[src/rtl/prog_load_ctrl.sv]
// prog_load_ctrl - owner of the program-memory port of the pipelined RISC-V core.
// At boot, and whenever a new load is requested, the pipeline is held in reset.
// A strobed byte stream from the pins is packed little-endian into instruction
// words, and each word is written to program memory. The core is then released,
// and the fetch stage takes over the memory address.
// Optional feature: define LOAD_CHECKSUM_EN to add port checksum[7:0]. It holds
// the 8-bit modular sum of the accepted bytes of the current load.
module prog_load_ctrl #(
  parameter int ADDR_W = 5,
  parameter int WORD_W = 32
) (
  input  logic              clk,
  input  logic              rst_n,
  input  logic              ena,
  input  logic              load_req,
  input  logic              run_req,
  input  logic [7:0]        byte_in,
  input  logic              byte_stb,
  input  logic [ADDR_W-1:0] fetch_addr,
  output logic [ADDR_W-1:0] mem_addr,
  output logic [WORD_W-1:0] mem_wdata,
  output logic              mem_we,
  output logic              cpu_rst_n,
  output logic              load_done,
  output logic              overflow,
`ifdef LOAD_CHECKSUM_EN
  output logic [ADDR_W:0]   word_cnt,
  output logic [7:0]        checksum
`else
  output logic [ADDR_W:0]   word_cnt
`endif
);

  localparam int LANES = WORD_W / 8;
  localparam int IDX_W = (LANES > 1) ? $clog2(LANES) : 1;
  localparam int CNT_W = ADDR_W + 1;
  localparam logic [CNT_W-1:0] DEPTH     = CNT_W'(1) << ADDR_W;
  localparam logic [IDX_W-1:0] LAST_LANE = IDX_W'(LANES - 1);

  typedef enum logic [1:0] {
    S_IDLE,
    S_LOAD,
    S_FLUSH,
    S_RUN
  } state_t;

  state_t            r_state;
  logic              r_stb_q;
  logic [IDX_W-1:0]  r_byte_idx;
  logic [WORD_W-1:0] r_asm;
  logic [CNT_W-1:0]  r_word_cnt;
  logic [ADDR_W-1:0] r_mem_addr;
  logic [WORD_W-1:0] r_mem_wdata;
  logic              r_mem_we;
  logic              r_cpu_rst_n;
  logic              r_load_done;
  logic              r_overflow;

  logic              w_accept;
  logic              w_full;
  logic              w_take;
  logic              w_drop;
  logic              w_word_done;
  logic              w_partial;
  logic              w_write;
  logic [IDX_W-1:0]  w_idx_next;
  logic [WORD_W-1:0] w_asm_next;

  // Accept detection and the assembly register as it stands after this edge.
  always_comb begin
    // NOTE: every signal written here gets a default first, so no latch is inferred.
    w_accept    = byte_stb & ~r_stb_q;
    w_full      = (r_word_cnt == DEPTH);
    w_take      = ena && (r_state == S_LOAD) && w_accept && !w_full;
    w_drop      = ena && (r_state == S_LOAD) && w_accept && w_full;
    w_word_done = w_take && (r_byte_idx == LAST_LANE);
    w_asm_next  = r_asm;
    w_idx_next  = r_byte_idx;
    if (w_take) begin
      w_asm_next[r_byte_idx*8 +: 8] = byte_in;
      w_idx_next = w_word_done ? '0 : r_byte_idx + 1'b1;
    end
    // A byte taken as load_req falls still joins the word that FLUSH writes out.
    // The partial word is registered here, so its write pulse lands in the FLUSH cycle.
    w_partial = !load_req && !w_word_done && (w_idx_next != '0);
    w_write   = w_word_done || (w_partial && !w_full);
  end

  // Load/run sequencer, with the byte packer and registered memory-write outputs.
  always_ff @(posedge clk or negedge rst_n) begin
    if (!rst_n) begin
      r_state     <= S_IDLE;
      r_stb_q     <= 1'b0;
      r_byte_idx  <= '0;
      r_asm       <= '0;
      r_word_cnt  <= '0;
      r_mem_addr  <= '0;
      r_mem_wdata <= '0;
      r_mem_we    <= 1'b0;
      r_cpu_rst_n <= 1'b0;
      r_load_done <= 1'b0;
      r_overflow  <= 1'b0;
    end else begin
      // NOTE: sequential state is updated only with non-blocking assignments.
      // mem_we is a one-cycle pulse and drops even while ena holds everything else.
      r_mem_we <= 1'b0;
      if (ena) begin
        r_stb_q <= byte_stb;
        case (r_state)
          S_IDLE, S_RUN: begin
            r_cpu_rst_n <= (r_state == S_RUN) && !load_req;
            if (load_req) begin
              r_state     <= S_LOAD;
              r_load_done <= 1'b0;
              r_overflow  <= 1'b0;
              r_word_cnt  <= '0;
              r_byte_idx  <= '0;
              r_asm       <= '0;
              r_mem_addr  <= '0;
            end else if (r_state == S_IDLE && run_req) begin
              r_state <= S_RUN;
            end
          end

          S_LOAD: begin
            r_cpu_rst_n <= 1'b0;
            if (w_drop || (w_partial && w_full)) begin
              r_overflow <= 1'b1;
            end
            if (w_write) begin
              r_mem_we    <= 1'b1;
              r_mem_addr  <= r_word_cnt[ADDR_W-1:0];
              r_mem_wdata <= w_asm_next;
              r_word_cnt  <= r_word_cnt + 1'b1;
              r_asm       <= '0;
              r_byte_idx  <= '0;
            end else begin
              r_asm      <= w_asm_next;
              r_byte_idx <= w_idx_next;
            end
            if (!load_req) begin
              r_state <= S_FLUSH;
            end
          end

          S_FLUSH: begin
            r_cpu_rst_n <= 1'b0;
            r_asm       <= '0;
            r_byte_idx  <= '0;
            r_load_done <= 1'b1;
            r_state     <= S_RUN;
          end

          default: begin
            r_state <= S_IDLE;
          end
        endcase
      end
    end
  end

`ifdef LOAD_CHECKSUM_EN
  logic       w_enter_load;
  logic [7:0] r_checksum;

  assign w_enter_load = ena && load_req && (r_state == S_IDLE || r_state == S_RUN);

  // Running byte sum of the current load. It restarts whenever a load begins.
  always_ff @(posedge clk or negedge rst_n) begin
    if (!rst_n) begin
      r_checksum <= '0;
    end else if (w_enter_load) begin
      r_checksum <= '0;
    end else if (w_take) begin
      r_checksum <= r_checksum + byte_in;
    end
  end

  assign checksum = r_checksum;
`endif

  // In RUN the fetch stage drives the address directly. Otherwise the last write address is shown.
  assign mem_addr  = (r_state == S_RUN) ? fetch_addr : r_mem_addr;
  assign mem_wdata = r_mem_wdata;
  assign mem_we    = r_mem_we;
  assign cpu_rst_n = r_cpu_rst_n;
  assign load_done = r_load_done;
  assign overflow  = r_overflow;
  assign word_cnt  = r_word_cnt;

endmodule

[config.mk]
export PLATFORM = sky130hd
export DESIGN_NAME = prog_load_ctrl
export DESIGN_NICKNAME = d
export VERILOG_FILES = /design/src/rtl/prog_load_ctrl.sv
export SDC_FILE = /design/constraint.sdc
export NUM_CORES = 1
export LEC_CHECK = 0
export CAP_MARGIN = 20
export CORE_ASPECT_RATIO = 0.8
export CORE_MARGIN = 10
export CORE_UTILIZATION = 48
export DETAILED_ROUTE_END_ITERATION = 7
export PLACE_DENSITY = 0.78
export SETUP_SLACK_MARGIN = 0.5
export SLEW_MARGIN = 0
export SYNTH_ARGS = -nofsm -noshare
export SYNTH_HDL_FRONTEND = slang
export SYNTH_SLANG_ARGS = --single-unit
export TNS_END_PERCENT = 10
[constraint.sdc]
create_clock -name clk -period 4 [get_ports clk]
set_clock_uncertainty 0.05 [all_clocks]
set_input_delay 1 -clock clk [delete_from_list [all_inputs] [get_ports clk]]
set_output_delay 1 -clock clk [all_outputs]
set_load 0.005 [all_outputs]
==> impl_metrics.yaml, run 1 <==
sta:
  hold_viol: 0
  period_needed_ns: 3.16
  drv_slew: 0
  finalCritPeriodShare_pct: 79.1
  fmax_mhz: 316
  rsz0062_at_grt: "no"
  tns_ns: 0
  setup_viol: 0
  worst_pin_slew_ns: 0.587
  slew_headroom_pct: 60.7
final_layout:
  num-fill-cells: 641
  final_cell_mix: "84 x dfrtp_1, 64 x clkdlybuf4s50_1, 39 x nor2_1"
  n_antenna_cell: 0
  fin_nets: 459
  layout_commonest_cell: "dfrtp_1"
  syn_to_final_growth_pct: 24.2
  drive_above_1_share_pct: 9.22
logic_synthesis:
  yosysUniqueCellTypes: 39
  yosysTopAreaCell: "dfrtp_1"
  synthCells: 369
  avgSynthCellArea_um2: 10.7
  ys_warn_count: 0
  ys_top_cells_by_area: "dfrtp_1 53%, a22o_1 6.6%, nand2b_1 4.3%, a31oi_1 4.1%, nor2_1 3.7%"
  synth_seq_area_share_pct: 53.2
  syn-num-nets: 399
  yosysTopAreaCellShare_pct: 53.2
  syn_area_mm2: 0.00395
  ys_seq_elements: 84
global_route:
  grt.met2_usage_pct: 24.3
  busiest_layer: "met2"
  grt_first_pass_wirelength_mm: 15.7
  use_met1_pct: 21.6
  met3_usage_pct: 4.34
  antenna_found_initial: 0
  grt_max_degree: 85
  grt_usage_pct: 15.8
  grt-ovfl-total: 0
  grt_pass1_vias: 3041
floorplan:
  core_mm2: 0.00798
  die_w_um: 121
  start_util_pct: 49.5
  dieArea_mm2: 0.0123
  die_y_um: 101
  rows: 29
  pin_count: 66
routing:
  routed_wl_mm: 9.54
  ant_nets: 0
  drt_iter0_markers: 280
  vias: 3040
  wl_per_cell_um: 17.6
  via_per_inst: 5.61
  post-route-drc-count: 0
  dr.pass1.iters: 4
clocking:
  cts_sinks: 84
  clkTransAtPathRegs_ns: 0.09
  cts_setup_buffers: 0
  clock-root-buffer: "clkbuf_8"
  cts_inserted_buffers: 9
  clockBufferDepth: 2
  h-tree-depth: 3
  cts_resized: 0
  clock_latency_ns: 0.36
  hold_buffers: 0
  cts_tree: "built"
setup_path:
  critical_path_class: "in2out"
  critPathMaxFanout: 1
  required_ns: 2.95
  cp_data_arrival_time_ns: 2.11
  endpoint_kind: "output pin"
  startpoint_type: "input port"
placed_design:
  place.gp.congestion: 0.787
  place_hpwl_mm: 6.59
  portBuffers: 65
power:
  power_density_mw_per_mm2: 537
  ir_drop_mv: 0.283
  power.total_mw: 2.64
  p_leak_nw: 2.10
run:
  maxCapViolations: 0
status:
  status: "completed"
min_path:
  hold_class: "in2async"
synthesized netlist by cell type (all sizes together):
cell type / instances
nand4: 2
dfrtp: 84
nand4b: 1
nand4bb: 1
clkbuf: 8
nand3: 28
mux2i: 6
nor4: 1
nor2: 39
nand3b: 1
or3: 2
a22o: 30
o22ai: 4
mux2: 8
nor3: 5
ha: 11
a22oi: 9
nand2: 10
inv: 12
or4: 2
o21ba: 1
and4b: 1
and3: 2
a211oi: 1
o21ai: 10
o21a: 1
nand2b: 27
buf: 13
or2: 1
o211a: 2
a31oi: 26
and2: 8
a21oi: 12
power breakdown:
part	leakage, nW	internal, mW	switching, mW
logic	0.872	0.503	0.385
clock network	0.0895	0.293	0.320
registers	1.14	1.03	0.106
area by class of cell:
class | instances | area [µm²] | area share, %
sequential | 84 | 2100 | 42.8
multi-input combinational | 252 | 1710 | 34.9
timing repair buffer | 70 | 716 | 14.6
tap | 108 | 135 | 2.75
clock buffer | 10 | 128 | 2.60
clock inverter | 6 | 70.1 | 1.43
inverter | 12 | 45.0 | 0.918
cells by family after synthesis:
logic type	synth area share, %
DFF	53.2
and+or+nand+nor	17.9
muxes	3.80
adders and majority gates	3.48
buffers and inverters	3.64
AOI/OAI and AO/OA	18.0
through the flow:
step / setup slack, ns / cell area, µm² / std cells / utilization, % / hold slack (ns)
2_1_floorplan: 1.57 / 3950 / 369 / - / 0.405
3_3_place_gp: 0.793 / 4680 / 524 / 58.6 / 0.420
3_5_place_dp: 0.761 / 4680 / 524 / 58.6 / 0.422
4_1_cts: 0.822 / 4870 / 540 / 61.1 / 0.448
5_1_grt: 0.788 / 4910 / 542 / 61.5 / 0.399
6_report: 0.836 / 4910 / 542 / 61.5 / 0.410
registers in the layout, indices dropped and copies added, names as in the netlist:
name,count
r_stb_q,1
r_asm,32
mem_we,1
word_cnt,6
load_done,1
overflow,1
cpu_rst_n,1
r_mem_addr,5
r_state,2
r_byte_idx,2
mem_wdata,32
metal layers:
layer	up-vias	part of all wire [%]
met5	-	0
li1	1449	-
met2	86	49
met4	0	1.0
met3	7	6.9
met1	1498	43
worst max-delay path, stage by stage:
cell,delay (ns)
clkdlybuf4s50_1,0.40
mux2_2,0.26
clkdlybuf4s50_1,0.45
path summary, 6_finish.rpt:
path	start	to	slack (ns)	depth (start not counted)
max reg2reg	r_state[1]	r_asm[4]	1.28	7
min	rst_n	r_asm[11]	0.41	1
min reg2reg	r_asm[26]	r_asm[26]	0.45	1
min in group clk	r_asm[26]	r_asm[26]	0.45	1
max in group asynchronous	rst_n	word_cnt[3]	2.90	2
max	fetch_addr[1]	mem_addr[1]	0.84	3
(Power assumes the default switching activity.)
==> run 2: changes to the inputs <==
- PLACE_DENSITY: 0.78 -> 0.81
- clock period: 4 -> 2.6 ns (I/O delays scaled with it)
==> run 2 against run 1 <==
  * Routed wire length increased by 20%
  * Register-to-register slack got worse by 0.90 ns
  * Clock power is 57% higher
  * Critical path depth is 1 higher
  * Global-route usage grew 2.9 points
  * Worst hold slack got worse by 0.13 ns
==> impl_metrics.yaml, run 2 (same netlist as run 1, synthesis figures left out) <==
sta:
  setup_viol: 0
  rsz0062_at_grt: "yes"
  timing.final.ws_setup_ns: 0.356
  worst_pin_slew_ns: 0.726
  finalCritPeriodShare_pct: 86.3
  period_needed_ns: 2.24
  fmax_mhz: 446
  fin_hold_ws_ns: 0.279
  slew_headroom_pct: 51.6
  tns_ns: 0
  drv_slew: 0
  hold_viol: 0
global_route:
  antenna_found_initial: 0
  grt_usage_pct: 18.6
  grt_max_degree: 60
  grt-ovfl-total: 0
  grt_pass1_vias: 3443
  grt_first_pass_wirelength_mm: 18.2
routing:
  post-route-drc-count: 0
  drt_iter0_markers: 361
  via_per_inst: 5.89
  dr.pass1.iters: 5
  routed_wl_mm: 11.5
  vias: 3406
  wl_per_cell_um: 19.8
  ant_nets: 0
clocking:
  cts_tree: "built"
  clock_latency_ns: 0.37
  clock-root-buffer: "clkbuf_8"
  cts_inserted_buffers: 9
  hold_buffers: 0
  clockBufferDepth: 2
  clkTransAtPathRegs_ns: 0.08
  h-tree-depth: 3
  cts_sinks: 84
placed_design:
  portBuffers: 65
  placed_area_mm2: 0.00483
  place_hpwl_mm: 7.10
  place_ws_ns: -0.133
  place.gp.congestion: 0.881
floorplan:
  rows: 29
  dieArea_mm2: 0.0123
  pin_count: 66
  die_w_um: 121
  start_util_pct: 49.5
  die_y_um: 101
  core_mm2: 0.00798
power:
  power_density_mw_per_mm2: 825
  ir_drop_mv: 0.565
  p_leak_nw: 2.33
  power.total_mw: 4.44
status:
  status: "completed"
setup_path:
  endpoint_kind: "output pin"
  crit_chain: "ha_4 -> buf_6 -> mux2_4 -> buf_6"
  cp_slowest_cell: "dfrtp_1"
  required_ns: 1.90
  startpoint_type: "flip-flop"
  cp_common_cell: "buf_6"
  critPathMaxFanout: 4
  cp_data_arrival_time_ns: 1.54
  slowest_delay_ns: 0.44
  critical_path_class: "reg2out"
final_layout:
  fin_nets: 495
  final_cell_mix: "83 x dfrtp_1, 57 x clkdlybuf4s50_1, 37 x nor2_1"
  n_antenna_cell: 0
  layout_commonest_cell: "dfrtp_1"
  fin_area_mm2: 0.00538
  syn_to_final_growth_pct: 36.2
  drive_above_1_share_pct: 21.3
min_path:
  hold_class: "in2async"
run:
  maxCapViolations: 0
run 2: changes by cell type in the layout (fill, tap and decap cells not counted), sizes merged:
cell / previous run / this run
clkinv: 0 / 1
clkinvlp: 3 / 1
o21ai: 10 / 11
buf: 6 / 45
bufbuf: 0 / 1
inv: 14 / 15
dlygate4sd2: 0 / 2
clkdlybuf4s50: 64 / 57
run 2: final cells by class:
cell class                      count  area [µm²]
Fill cell                         576        2600
Sequential cell                    84        2100
Inverter                           12        45.0
Clock buffer                       10         128
Timing Repair Buffer              105        1020
Clock inverter                      6        71.3
Tap cell                          108         135
Multi-Input combinational cell    253        1880
run 2: timing repair:
item / CTS / global route
setup buffers: 13 / 5
endpoints found under the setup margin: 84 / 88
pin swaps: 9 / 8
gates resized for setup: 51 / 9
gates cloned: 3 / 0
run 2: critical path: cells and delay by family, from the launching register on:
kind / cells / cell delay (ns)
adders and majority gates: 1 / 0.21
DFF: 1 / 0.44
buffers and inverters: 2 / 0.24
muxes: 1 / 0.29
run 2: worst paths after layout:
kind                                     from  slack, ns  cells past startpoint            to
worst max-delay path               r_state[1]       0.36                      4   mem_addr[1]
worst min-delay path                    rst_n       0.28                      1     load_done
worst max register to register  r_byte_idx[0]       0.38                      9  mem_wdata[5]
worst min register to register      r_asm[30]       0.44                      1     r_asm[30]
max in group asynchronous               rst_n       1.51                      2     r_asm[13]
min in group clk                    r_asm[30]       0.44                      1     r_asm[30]
run 2: metrics by stage:
| step | utilization [%] | cells |
|---|---|---|
| after floorplan | - | 369 |
| after global placement | 60.5 | 541 |
| after detailed placement | 60.5 | 541 |
| after CTS | 66.3 | 573 |
| after global routing | 67.4 | 578 |
| final | 67.4 | 578 |
run 2: metal layers:
| metal | vias up | wire length [µm] | track usage (%) |
|---|---|---|---|
| li1 | 1527 | - | - |
| met1 | 1687 | 4750 | 23.6 |
| met2 | 167 | 5630 | 29.5 |
| met3 | 25 | 850 | 4.67 |
| met4 | 0 | 231 | 8.60 |
| met5 | - | 0 | 0 |
run 2: power breakdown:
group          total, mW  switching (mW)  internal (mW)
Clock              0.963           0.506          0.456
Sequential          1.76           0.179           1.58
Combinational       1.72           0.756          0.960
==> run 3: changes to the inputs <==
- CORE_MARGIN: 10 -> 5
- PLACE_DENSITY: 0.81 -> 0.78
==> run 3 against run 2 <==
  * Clock power down 4.7%
  * Sequential cell count unchanged
  * Setup slack improved by 0.013 ns
  * Die area fell by 17%
  * Combinational power decreased by 6%
  * Non-clock buffer count is 1 lower
  * Total power down 3.5%
  * Design area grew 0.93%
==> impl_metrics.yaml, run 3 (same netlist as run 1, synthesis figures left out) <==
status:
  status: "completed"
setup_path:
  endpoint_kind: "output pin"
  critical_path_class: "reg2out"
  cp_slowest_cell: "dfrtp_1"
  slowest_delay_ns: 0.44
  cp_common_cell: "buf_6"
  crit_chain: "ha_4 -> buf_6 -> mux2_4 -> buf_6"
  cp_data_arrival_time_ns: 1.53
  required_ns: 1.90
  startpoint_type: "flip-flop"
  critPathMaxFanout: 5
clocking:
  cts_inserted_buffers: 9
  cts_tree: "built"
  clockBufferDepth: 2
  clkTransAtPathRegs_ns: 0.10
  cts_sinks: 84
  clock-root-buffer: "clkbuf_8"
  clock_latency_ns: 0.36
  h-tree-depth: 3
  hold_buffers: 0
routing:
  via_per_inst: 5.97
  routed_wl_mm: 11.4
  ant_nets: 0
  wl_per_cell_um: 19.7
  drt_iter0_markers: 303
  vias: 3442
  dr.pass1.iters: 7
  post-route-drc-count: 0
global_route:
  met3_usage_pct: 3.92
  grt_pass1_vias: 3343
  grt_first_pass_wirelength_mm: 17.0
  grt_usage_pct: 20.7
  grt.met2_usage_pct: 34.3
  grt_max_degree: 49
  grt-ovfl-total: 0
  busiest_layer: "met2"
  use_met1_pct: 27.4
  antenna_found_initial: 0
sta:
  hold_viol: 0
  tns_ns: 0
  drv_slew: 0
  fmax_mhz: 448
  finalCritPeriodShare_pct: 85.8
  slew_headroom_pct: 57.9
  rsz0062_at_grt: "yes"
  worst_pin_slew_ns: 0.629
  period_needed_ns: 2.23
  setup_viol: 0
floorplan:
  die_w_um: 111
  pin_count: 66
  start_util_pct: 49.5
  dieArea_mm2: 0.0102
  die_y_um: 91.2
  core_mm2: 0.00798
  rows: 29
final_layout:
  fin_nets: 494
  num-fill-cells: 567
  layout_commonest_cell: "dfrtp_1"
  drive_above_1_share_pct: 21.7
  ff_latch_area_mm2: 0.00210
  final_cell_mix: "82 x dfrtp_1, 55 x clkdlybuf4s50_1, 36 x nor2_1"
  n_antenna_cell: 0
  multiInputGateArea_mm2: 0.00188
  syn_to_final_growth_pct: 37.5
placed_design:
  place_hpwl_mm: 6.47
  portBuffers: 65
  place.gp.congestion: 0.902
power:
  power.total_mw: 4.28
  power_density_mw_per_mm2: 789
  p_leak_nw: 2.34
  ir_drop_mv: 0.445
run:
  maxCapViolations: 0
min_path:
  hold_class: "in2async"
==> run 3: cell count changes in the layout (fill, tap and decap cells not counted), sizes merged <==
cell           delta
buf               -5
dlymetal6s2s      +1
bufbuf            -1
dlygate4sd2       +1
clkbuf            +5
clkdlybuf4s50     -2
inv               +1
bufinv            -1
==> run 3: layer usage <==
metal  wire length [µm]  up-vias
li1                   -     1532
met5                  0        -
met1               4860     1739
met4                233        0
met2               5630      148
met3                644       23
==> run 3: area by class of cell <==
class | count | area share, %
Sequential cell | 84 | 38.7
Tap cell | 108 | 2.49
Multi-Input combinational cell | 253 | 34.7
Inverter | 12 | 0.875
Clock inverter | 6 | 0.991
Timing Repair Buffer | 104 | 19.7
Clock buffer | 10 | 2.53
==> run 3: report_power, final <==
| group | total (mW) | internal (mW) | switching, mW |
|---|---|---|---|
| logic | 1.61 | 0.904 | 0.702 |
| registers | 1.76 | 1.58 | 0.177 |
| clock network | 0.918 | 0.392 | 0.526 |
| total | 4.28 | 2.88 | 1.40 |
==> run 3: timing repair <==
| item | 4_1_cts | 5_1_grt |
|---|---|---|
| buffers inserted | 11 | 3 |
| resized for setup | 41 | 25 |
| setup endpoints to repair | 84 | 87 |
| cloned | 2 | 4 |
| pin swaps | 9 | 5 |
==> run 3: path summary, 6_finish.rpt <==
check	start	endpoint	slack, ns	cells after the start
setup / recovery	r_state[0]	mem_addr[0]	0.37	4
hold / removal	rst_n	load_done	0.23	1
setup reg to reg	r_state[0]	mem_wdata[6]	0.41	10
hold reg to reg	r_asm[29]	r_asm[29]	0.45	1
max in group asynchronous	rst_n	mem_wdata[23]	1.64	2
min in group clk	r_asm[29]	r_asm[29]	0.45	1
==> run 3: worst max-delay path, delay by kind of cell (launching register included) <==
family	cells	cell delay, ns
buf+inv	2	0.24
fa+ha+maj	1	0.21
flops	1	0.44
mux	1	0.29
==> run 3: metrics by stage <==
| stage | setup WS, ns | cells | hold slack (ns) | utilization, % | instance area [µm²] |
|---|---|---|---|---|---|
| final | 0.369 | 577 | 0.229 | 68.0 | 5430 |
| after global routing | 0.317 | 577 | 0.281 | 68.0 | 5430 |
| after CTS | 0.366 | 570 | 0.249 | 65.5 | 5230 |
| after detailed placement | -0.102 | 541 | 0.422 | 60.6 | 4840 |
| after global placement | -0.0282 | 541 | 0.421 | 60.6 | 4840 |
| after floorplan | 0.460 | 369 | 0.304 | - | 3960 |
